===== src/rtl/fifo_pkg.sv =====
// Shared FIFO definitions: default geometry, read-mode selectors and a
// constant-evaluable ceil(log2) helper used to size pointers.
package fifo_pkg;

    localparam int FIFO_WIDTH_DEF = 8;
    localparam int FIFO_DEPTH_DEF = 16;

    localparam int FIFO_MODE_REG  = 0;
    localparam int FIFO_MODE_FWFT = 1;

    function automatic int clog2(input int value);
        int r = 0;
        int v = value - 1;
        while (v > 0) begin
            r++;
            v = v >> 1;
        end
        return r;
    endfunction

endpackage


===== src/rtl/fifo_mem.sv =====
// DEPTH x WIDTH dual-port storage: synchronous write, asynchronous read.
module fifo_mem #(
    parameter int WIDTH  = 8,
    parameter int DEPTH  = 16,
    parameter int ADDR_W = 4
) (
    input  logic              clk_i,
    input  logic              we_i,
    input  logic [ADDR_W-1:0] waddr_i,
    input  logic [WIDTH-1:0]  wdata_i,
    input  logic [ADDR_W-1:0] raddr_i,
    output logic [WIDTH-1:0]  rdata_o
);

    logic [WIDTH-1:0] mem_q [DEPTH];

    always_ff @(posedge clk_i) begin
        if (we_i) begin
            mem_q[waddr_i] <= wdata_i;
        end
    end

    assign rdata_o = mem_q[raddr_i];

endmodule


===== src/rtl/sync_fifo_flags.sv =====
// Single-clock FIFO with registered full/empty/almost flags, occupancy count,
// overflow/underflow error pulses and selectable registered or FWFT read.
module sync_fifo_flags
    import fifo_pkg::*;
#(
    parameter int WIDTH     = FIFO_WIDTH_DEF,
    parameter int DEPTH     = FIFO_DEPTH_DEF,
    parameter int PTR_WIDTH = clog2(DEPTH),
    parameter int AFULL_TH  = DEPTH - 2,
    parameter int AEMPTY_TH = 2,
    parameter int FWFT      = FIFO_MODE_REG
) (
    input  logic               clk_i,
    input  logic               rst_i,
    input  logic               wr_en_i,
    input  logic [WIDTH-1:0]   wdata_i,
    output logic               full_o,
    output logic               afull_o,
    output logic               wr_error_o,
    input  logic               rd_en_i,
    output logic [WIDTH-1:0]   rdata_o,
    output logic               empty_o,
    output logic               aempty_o,
    output logic               rd_error_o,
    output logic [PTR_WIDTH:0] count_o
);

    localparam logic [PTR_WIDTH:0] AFULL_C  = (PTR_WIDTH + 1)'(AFULL_TH);
    localparam logic [PTR_WIDTH:0] AEMPTY_C = (PTR_WIDTH + 1)'(AEMPTY_TH);
    localparam logic [PTR_WIDTH:0] ONE_C    = (PTR_WIDTH + 1)'(1);

    logic [PTR_WIDTH:0] wr_ptr_q, wr_ptr_d;
    logic [PTR_WIDTH:0] rd_ptr_q, rd_ptr_d;
    logic [PTR_WIDTH:0] count_q, count_d;
    logic               full_q, full_d;
    logic               empty_q, empty_d;
    logic               afull_q, afull_d;
    logic               aempty_q, aempty_d;
    logic               wr_err_q, wr_err_d;
    logic               rd_err_q, rd_err_d;
    logic               wr_acc, rd_acc;
    logic [WIDTH-1:0]   mem_rdata;

    // Acceptance uses the registered flags, so a read frees a slot only
    // for the following cycle's write.
    always_comb begin
        wr_acc   = wr_en_i & ~full_q;
        rd_acc   = rd_en_i & ~empty_q;
        wr_ptr_d = wr_acc ? wr_ptr_q + ONE_C : wr_ptr_q;
        rd_ptr_d = rd_acc ? rd_ptr_q + ONE_C : rd_ptr_q;
        count_d  = count_q;
        case ({wr_acc, rd_acc})
            2'b10:   count_d = count_q + ONE_C;
            2'b01:   count_d = count_q - ONE_C;
            default: count_d = count_q;
        endcase
        full_d   = (wr_ptr_d[PTR_WIDTH] != rd_ptr_d[PTR_WIDTH]) &&
                   (wr_ptr_d[PTR_WIDTH-1:0] == rd_ptr_d[PTR_WIDTH-1:0]);
        empty_d  = (wr_ptr_d == rd_ptr_d);
        afull_d  = (count_d >= AFULL_C);
        aempty_d = (count_d <= AEMPTY_C);
        wr_err_d = wr_en_i & full_q;
        rd_err_d = rd_en_i & empty_q;
    end

    always_ff @(posedge clk_i or posedge rst_i) begin
        if (rst_i) begin
            wr_ptr_q <= '0;
            rd_ptr_q <= '0;
            count_q  <= '0;
            full_q   <= 1'b0;
            empty_q  <= 1'b1;
            afull_q  <= 1'b0;
            aempty_q <= 1'b1;
            wr_err_q <= 1'b0;
            rd_err_q <= 1'b0;
        end else begin
            wr_ptr_q <= wr_ptr_d;
            rd_ptr_q <= rd_ptr_d;
            count_q  <= count_d;
            full_q   <= full_d;
            empty_q  <= empty_d;
            afull_q  <= afull_d;
            aempty_q <= aempty_d;
            wr_err_q <= wr_err_d;
            rd_err_q <= rd_err_d;
        end
    end

    fifo_mem #(
        .WIDTH (WIDTH),
        .DEPTH (DEPTH),
        .ADDR_W(PTR_WIDTH)
    ) u_mem (
        .clk_i  (clk_i),
        .we_i   (wr_acc),
        .waddr_i(wr_ptr_q[PTR_WIDTH-1:0]),
        .wdata_i(wdata_i),
        .raddr_i(rd_ptr_q[PTR_WIDTH-1:0]),
        .rdata_o(mem_rdata)
    );

    // FWFT output is forced to zero while empty so reset clears it too.
    if (FWFT == FIFO_MODE_FWFT) begin : g_fwft
        assign rdata_o = empty_q ? '0 : mem_rdata;
    end else begin : g_reg
        logic [WIDTH-1:0] rdata_q;
        always_ff @(posedge clk_i or posedge rst_i) begin
            if (rst_i) begin
                rdata_q <= '0;
            end else if (rd_acc) begin
                rdata_q <= mem_rdata;
            end
        end
        assign rdata_o = rdata_q;
    end

    assign full_o     = full_q;
    assign empty_o    = empty_q;
    assign afull_o    = afull_q;
    assign aempty_o   = aempty_q;
    assign wr_error_o = wr_err_q;
    assign rd_error_o = rd_err_q;
    assign count_o    = count_q;

endmodule


===== config.mk =====
export PLATFORM = sky130hd
export DESIGN_NAME = sync_fifo_flags
export DESIGN_NICKNAME = d
export VERILOG_FILES = /design/src/rtl/fifo_pkg.sv /design/src/rtl/fifo_mem.sv /design/src/rtl/sync_fifo_flags.sv
export SDC_FILE = /design/constraint.sdc
export NUM_CORES = 1
export LEC_CHECK = 0
export CORE_UTILIZATION = 55
export CTS_BUF_LIST = sky130_fd_sc_hd__clkbuf_16
export DETAILED_ROUTE_END_ITERATION = 7
export DONT_BUFFER_PORTS = 1
export PLACE_DENSITY = 0.78
export SLEW_MARGIN = 10
export SYNTH_ARGS = -nofsm -noshare
export SYNTH_HDL_FRONTEND = slang
export SYNTH_SLANG_ARGS = --single-unit

===== constraint.sdc =====
create_clock -name clk_i -period 4.9 [get_ports clk_i]
set_input_delay 0.49 -clock clk_i [delete_from_list [all_inputs] [get_ports clk_i]]
set_output_delay 0.49 -clock clk_i [all_outputs]
set_load 0.01 [all_outputs]

[After elaboration in Yosys (flattened, before gate mapping)]
Memory sizes are Yosys's and may differ from the RTL's. A register that Yosys moved wholly into a read port is not among the register bits.
Cells that the tools add are included.
Word-level totals
  register bits: 21
  RAM bits: 128
  memories: 1
Operators by class
  add/subtract/negate cells: 4
  order comparisons: 2
  eq/ne operators: 5
  muxes and demuxes: 5
  bitwise gates (word level): 6
  reduce and logical (&&, ||, !) cells: 1
Memories
  u_mem.mem_q: words 16, width 8, read ports 1, clocked after Yosys merged registers in 1, write ports 1, RTL line fifo_mem.sv:15  | logic [WIDTH-1:0] mem_q [DEPTH];
Operator list (count)
  adder 5 x 1 -> 5 bit (second input constant): 3
  two-way mux 5 bit: 2
  one-hot mux 5 bit (2 select lines): 1
  == test 5 bit: 1
  >= comparator 5 x 4 -> 1 bit (second input constant): 1
  <= comparator 5 x 2 -> 1 bit (second input constant): 1
  subtractor 5 x 1 -> 5 bit (second input constant): 1
  AND 1 bit: 4
  == test 4 bit: 1
  == test 2 x 1 -> 1 bit (second input constant): 1
  == test 2 bit (second input constant): 1
  two-way mux 1 bit: 2
  NOT 1 bit: 2
  logical AND 1 bit: 1
  inequality test 1 bit: 1

[Depth between registers and ports, before layout]
  word-level depth: 5
  mapped depth: 11

[By module]
A second synthesis with hierarchy kept.
Unflattened totals
  cell total of the unflattened synthesis: 334
  area total of the unflattened synthesis: 6371.1 um^2
By module, submodules not included
  fifo_mem: times used 1, cells each 221, area an instance 4987.3 um^2, seq. area each 3843.7 um^2
  sync_fifo_flags: times used 1, cells each 113, area an instance 1383.8 um^2, seq. area each 728.2 um^2

[Worst setup path after synthesis]
Ideal clock, no wire load.
  path kind: register to register
  from: register empty_q, in the netlist empty_o
  to: register afull_q, in the netlist afull_o
  library setup time: 104 ps
  data arrival time: 2660 ps
  data required time: 4796 ps
  setup slack: 2137 ps
  stages on the path, launching flop included: 11
  path buffers: 1
  clock period less this slack: 2763 ps
  cells stage by stage: dfstp_2 -> nand2b_4 -> clkbuf_1 -> nor2_1 -> xor2_1 -> ha_1 -> a21o_4 -> and3_4 -> or4_4 -> and2_4 -> o41ai_2
Between the ends
  longest elaborated chain between the ends: 5
  elaborated cells between the ends (all ways): 6
  classes of those cells: order compare: 1; eq/ne: 2; mux: 1; bitwise: 2
Ends and longest elaborated chain
  start, declared: RTL line sync_fifo_flags.sv:36  | logic empty_q, empty_d;
  start signal, assigned: RTL line sync_fifo_flags.sv:82  | empty_q <= empty_d;
  NOT 1 bit *: RTL line sync_fifo_flags.sv:48  | rd_acc = rd_en_i & ~empty_q;
  AND 1 bit *: RTL line sync_fifo_flags.sv:48
  == test 2 x 1 -> 1 bit / == test 2 bit (equally long branches): RTL line sync_fifo_flags.sv:52  | case ({wr_acc, rd_acc})
  one-hot mux 5 bit (2 select lines) *: RTL line sync_fifo_flags.sv:52
  >= comparator 5 x 4 -> 1 bit *: RTL line sync_fifo_flags.sv:60  | afull_d = (count_d >= AFULL_C);
  named net afull_d: RTL line sync_fifo_flags.sv:37  | logic afull_q, afull_d;
  end signal, assigned: RTL line sync_fifo_flags.sv:83  | afull_q <= afull_d;
  end, declared: RTL line sync_fifo_flags.sv:37
The timed path passes the listed nets; every way through them passes the cells marked *.

[Worst setup path in the final report]
  from: register empty_q, in the netlist empty_o
  to: register aempty_q, in the netlist aempty_o
Between the ends
  longest elaborated chain between the ends: 5
  elaborated cells between the ends (all ways): 6
  classes of those cells: order compare: 1; eq/ne: 2; mux: 1; bitwise: 2
Ends and longest elaborated chain
  NOT 1 bit *: RTL line sync_fifo_flags.sv:48
  AND 1 bit *: RTL line sync_fifo_flags.sv:48
  == test 2 x 1 -> 1 bit / == test 2 bit (equally long branches): RTL line sync_fifo_flags.sv:52
  one-hot mux 5 bit (2 select lines) *: RTL line sync_fifo_flags.sv:52
  named net count_d[4]: RTL line sync_fifo_flags.sv:34  | logic [PTR_WIDTH:0] count_q, count_d;
  <= comparator 5 x 2 -> 1 bit *: RTL line sync_fifo_flags.sv:61  | aempty_d = (count_d <= AEMPTY_C);
  named net aempty_d: RTL line sync_fifo_flags.sv:38  | logic aempty_q, aempty_d;
  end signal, assigned: RTL line sync_fifo_flags.sv:84  | aempty_q <= aempty_d;
  end, declared: RTL line sync_fifo_flags.sv:38
Marked as above.

==> impl_metrics.json <==
{
  "highest-signal-layer": "met4",
  "wire_per_inst_um": 23.71,
  "finalHoldViolations": 0,
  "r2r_slack_ns": 2.02,
  "worstReg2RegStart": "empty_o$_DFF_PP1_",
  "drc": 0,
  "worstMarginPinSlew_ns": 1.194,
  "clock_latency_ns": 0.42,
  "ys_warn_count": 0,
  "cp_max_fo": 21,
  "h-tree-depth": 4,
  "yosys_register_bits": 157,
  "crit_type": "reg -> reg",
  "cp.required_ns": 5.23,
  "power_frac_seq_pct": 45.0,
  "cp.arrival_ns": 3.21,
  "p_sw_share_pct": 31.82,
  "cts_tree": "yes",
  "final_common_cell": "edfxtp_1",
  "comb_power_share_pct": 25.8,
  "cts-root-to-sink-buffers": 2,
  "clock_skew_ns": 0.006763,
  "hold_class": "in -> async",
  "layout_common_cells": "edfxtp_1 (128), mux4_2 (32), dfrtp_1 (26), nor2_1 (18), clkbuf_16 (17)",
  "grt_first_pass_wirelength_um": 18600,
  "start_kind": "flip-flop",
  "power.switching_mw": 1.442,
  "nFillCells": 805,
  "area_delta_synth_final_pct": 10.91,
  "avgSynthCellArea_um2": 17.92,
  "setup_tns_ns": 0,
  "synth_area_um2": 6399,
  "post_cts_resized": 0,
  "r2r_end": "aempty_o$_DFF_PP1_",
  "cpMaxStageDelayCell": "dfstp_2",
  "n_antenna_cell": 0,
  "slew_viol_final": 0,
  "holdWs_ns": 0.03235,
  "hpwl_um": 7558,
  "wl_um": 12260,
  "worstSetupEndpointType": "flip-flop",
  "period_share_pct": 58.84,
  "clk_pin_slew_worst_paths_ns": 0.06,
  "p_leak_nw": 2.435,
  "synth-async-reset-ratio_pct": 18.47,
  "multi_input_area_um2": 1668,
  "fin_cells": 517,
  "drtIter0Drc": 305,
  "seq_area_frac_synth_pct": 71.45,
  "power_density_nw_per_um2": 638.4,
  "setup_viol": 0,
  "intPower_mw": 3.089,
  "synth-edff-count": 128,
  "place_congestion": 0.8264,
  "power_mw": 4.531,
  "die_h_um": 109.9,
  "numCtsBuffers": 17,
  "num_vias": 3220,
  "max_stage_delay_ns": 0.57,
  "rsz0062_at_grt": "false",
  "port_buffers": 0,
  "drt-met1-wl_um": 4968,
  "pwr-share-clk_pct": 29.2,
  "drv_cap": 0,
  "synthCells": 357,
  "ys_types": 51,
  "max_freq_mhz": 346.8,
  "drtAntennaViolNets": 0,
  "final-seq-area_um2": 4573,
  "start_util_pct": 56.28,
  "worstRegToRegCells": 8,
  "fin_nets": 380,
  "min_period_ns": 2.883,
  "wl_met2_um": 6357,
  "maxSlewHeadroom_pct": 20.40,
  "met3_length_um": 814,
  "pin_count": 31,
  "ir_worst_vdd_mv": 0.4922,
  "grt_use_total_pct": 22.83,
  "grt_overflow": 0,
  "syn_nets": 376,
  "cts.sinks": 157,
  "outcome": "finished, final reports clean",
  "synth-main-ff-cell": "edfxtp_1",
  "drt-pass1-iter-count": 5,
  "grt_pass1_vias": 3258,
  "crit_chain": "nand2b_4 > inv_2 > ha_1 > or4_1 > a311oi_1 > xnor2_1 > inv_1 > nor4_1",
  "grt_antenna_before_repair": 0,
  "final_util_pct": 62.42,
  "post_cts_buffers": 0,
  "grt_start_max_net_pins": 36,
  "dpl.cell_count": 485,
  "design.die.area_um2": 12070,
  "drive_above_1_share_pct": 22.46,
  "core_region_area_um2": 11370,
  "cts-root-buf": "clkbuf_16",
  "dieWidth_um": 109.9,
  "routed_via_density": 6.228,
  "num_rows": 39,
  "holdBufCountCts": 0
}
==> logic make-up (layout without fill, tap and decap cells) <==
group	count (synthesis)	after routing	synth area share, %
xor+xnor	16	16	2.190
fa+ha+maj	7	7	1.369
simple gates	70	70	6.081
compound gates	40	40	4.634
buf+inv	32	49	2.483
mux	35	35	11.79
flops	157	157	71.45
==> metrics by stage <==
| stage | worst slack [ns] | area (um^2) |
|---|---|---|
| floorplan | 2.137 | 6399 |
| global placement | 2.155 | 6504 |
| detailed placement | 2.026 | 6504 |
| CTS | 2.007 | 7097 |
| global route | 1.821 | 7097 |
| finish | 2.017 | 7097 |
==> power groups by stage <==
stage | clock [mW] | combinational, mW | sequential (mW)
floorplan | 0 | 1.12 | 1.82
global placement | 0 | 1.12 | 2.06
detailed placement | 0 | 1.16 | 2.07
CTS | 1.35 | 1.17 | 2.05
global route | 1.40 | 1.27 | 2.09
finish | 1.32 | 1.17 | 2.04
==> how the worst max path moves through the flow <==
stage                           start            endpoint  cells past startpoint
floorplan           empty_o$_DFF_PP1_   afull_o$_DFF_PP0_                     10
global placement    empty_o$_DFF_PP1_  aempty_o$_DFF_PP1_                      8
detailed placement  empty_o$_DFF_PP1_  aempty_o$_DFF_PP1_                      8
CTS                 empty_o$_DFF_PP1_  aempty_o$_DFF_PP1_                      8
global route        empty_o$_DFF_PP1_  aempty_o$_DFF_PP1_                      8
finish              empty_o$_DFF_PP1_  aempty_o$_DFF_PP1_                      8
==> final cells by class <==
class                           instances  area share (%)
Inverter                               13          0.7581
Tap cell                              143           2.521
Clock buffer                           17           5.994
Multi-Input combinational cell        168           23.50
Timing Repair Buffer                    4          0.4231
Sequential cell                       157           64.44
Clock inverter                         15           2.362
==> routing by layer <==
layer	track usage, %	vias up
met5	0	-
met2	37.28	144
li1	-	1415
met3	7.884	10
met1	29.08	1651
met4	6.571	0
==> cell usage after synthesis (2+ instances only) <==
master | n | area, um^2
nor2b_1 | 4 | 25.02
nor4_1 | 3 | 18.77
edfxtp_1 | 128 | 3844
clkbuf_1 | 6 | 22.52
mux2_2 | 3 | 33.78
xnor2_1 | 10 | 87.58
a22o_1 | 5 | 43.79
inv_1 | 11 | 41.29
a21oi_1 | 7 | 35.03
nand3b_1 | 2 | 15.01
buf_6 | 3 | 33.78
or2_2 | 2 | 12.51
nand3_1 | 4 | 20.02
dfstp_2 | 2 | 52.55
dfrtp_1 | 27 | 675.7
xor2_1 | 6 | 52.55
buf_2 | 8 | 40.04
mux4_2 | 32 | 720.7
nand4_1 | 4 | 25.02
o21ai_1 | 5 | 25.02
and2_1 | 3 | 18.77
a22oi_1 | 6 | 45.04
ha_1 | 7 | 87.58
a21o_1 | 3 | 22.52
a221oi_1 | 6 | 52.55
nor3_1 | 7 | 35.03
nand2b_1 | 2 | 12.51
nand2_1 | 11 | 41.29
nor2_1 | 18 | 67.56
==> flip-flops by register name, indices dropped and copies added (netlist names) <==
register	flops
aempty_o	1
afull_o	1
count_o	5
empty_o	1
full_o	1
rd_error_o	1
rd_ptr_q	5
rdata_o	8
u_mem.mem_q	128
wr_error_o	1
wr_ptr_q	5
==> worst max-delay path: cells and delay by family (launching register included) <==
family	cells	cell delay [ns]
DFF	1	0.57
and+or+nand+nor	3	1.09
adders and majority gates	1	0.33
buffers and inverters	2	0.24
AOI/OAI and AO/OA	1	0.33
xor gates and xnor gates	1	0.21
No activity file was read; power rests on OpenSTA's default activity.
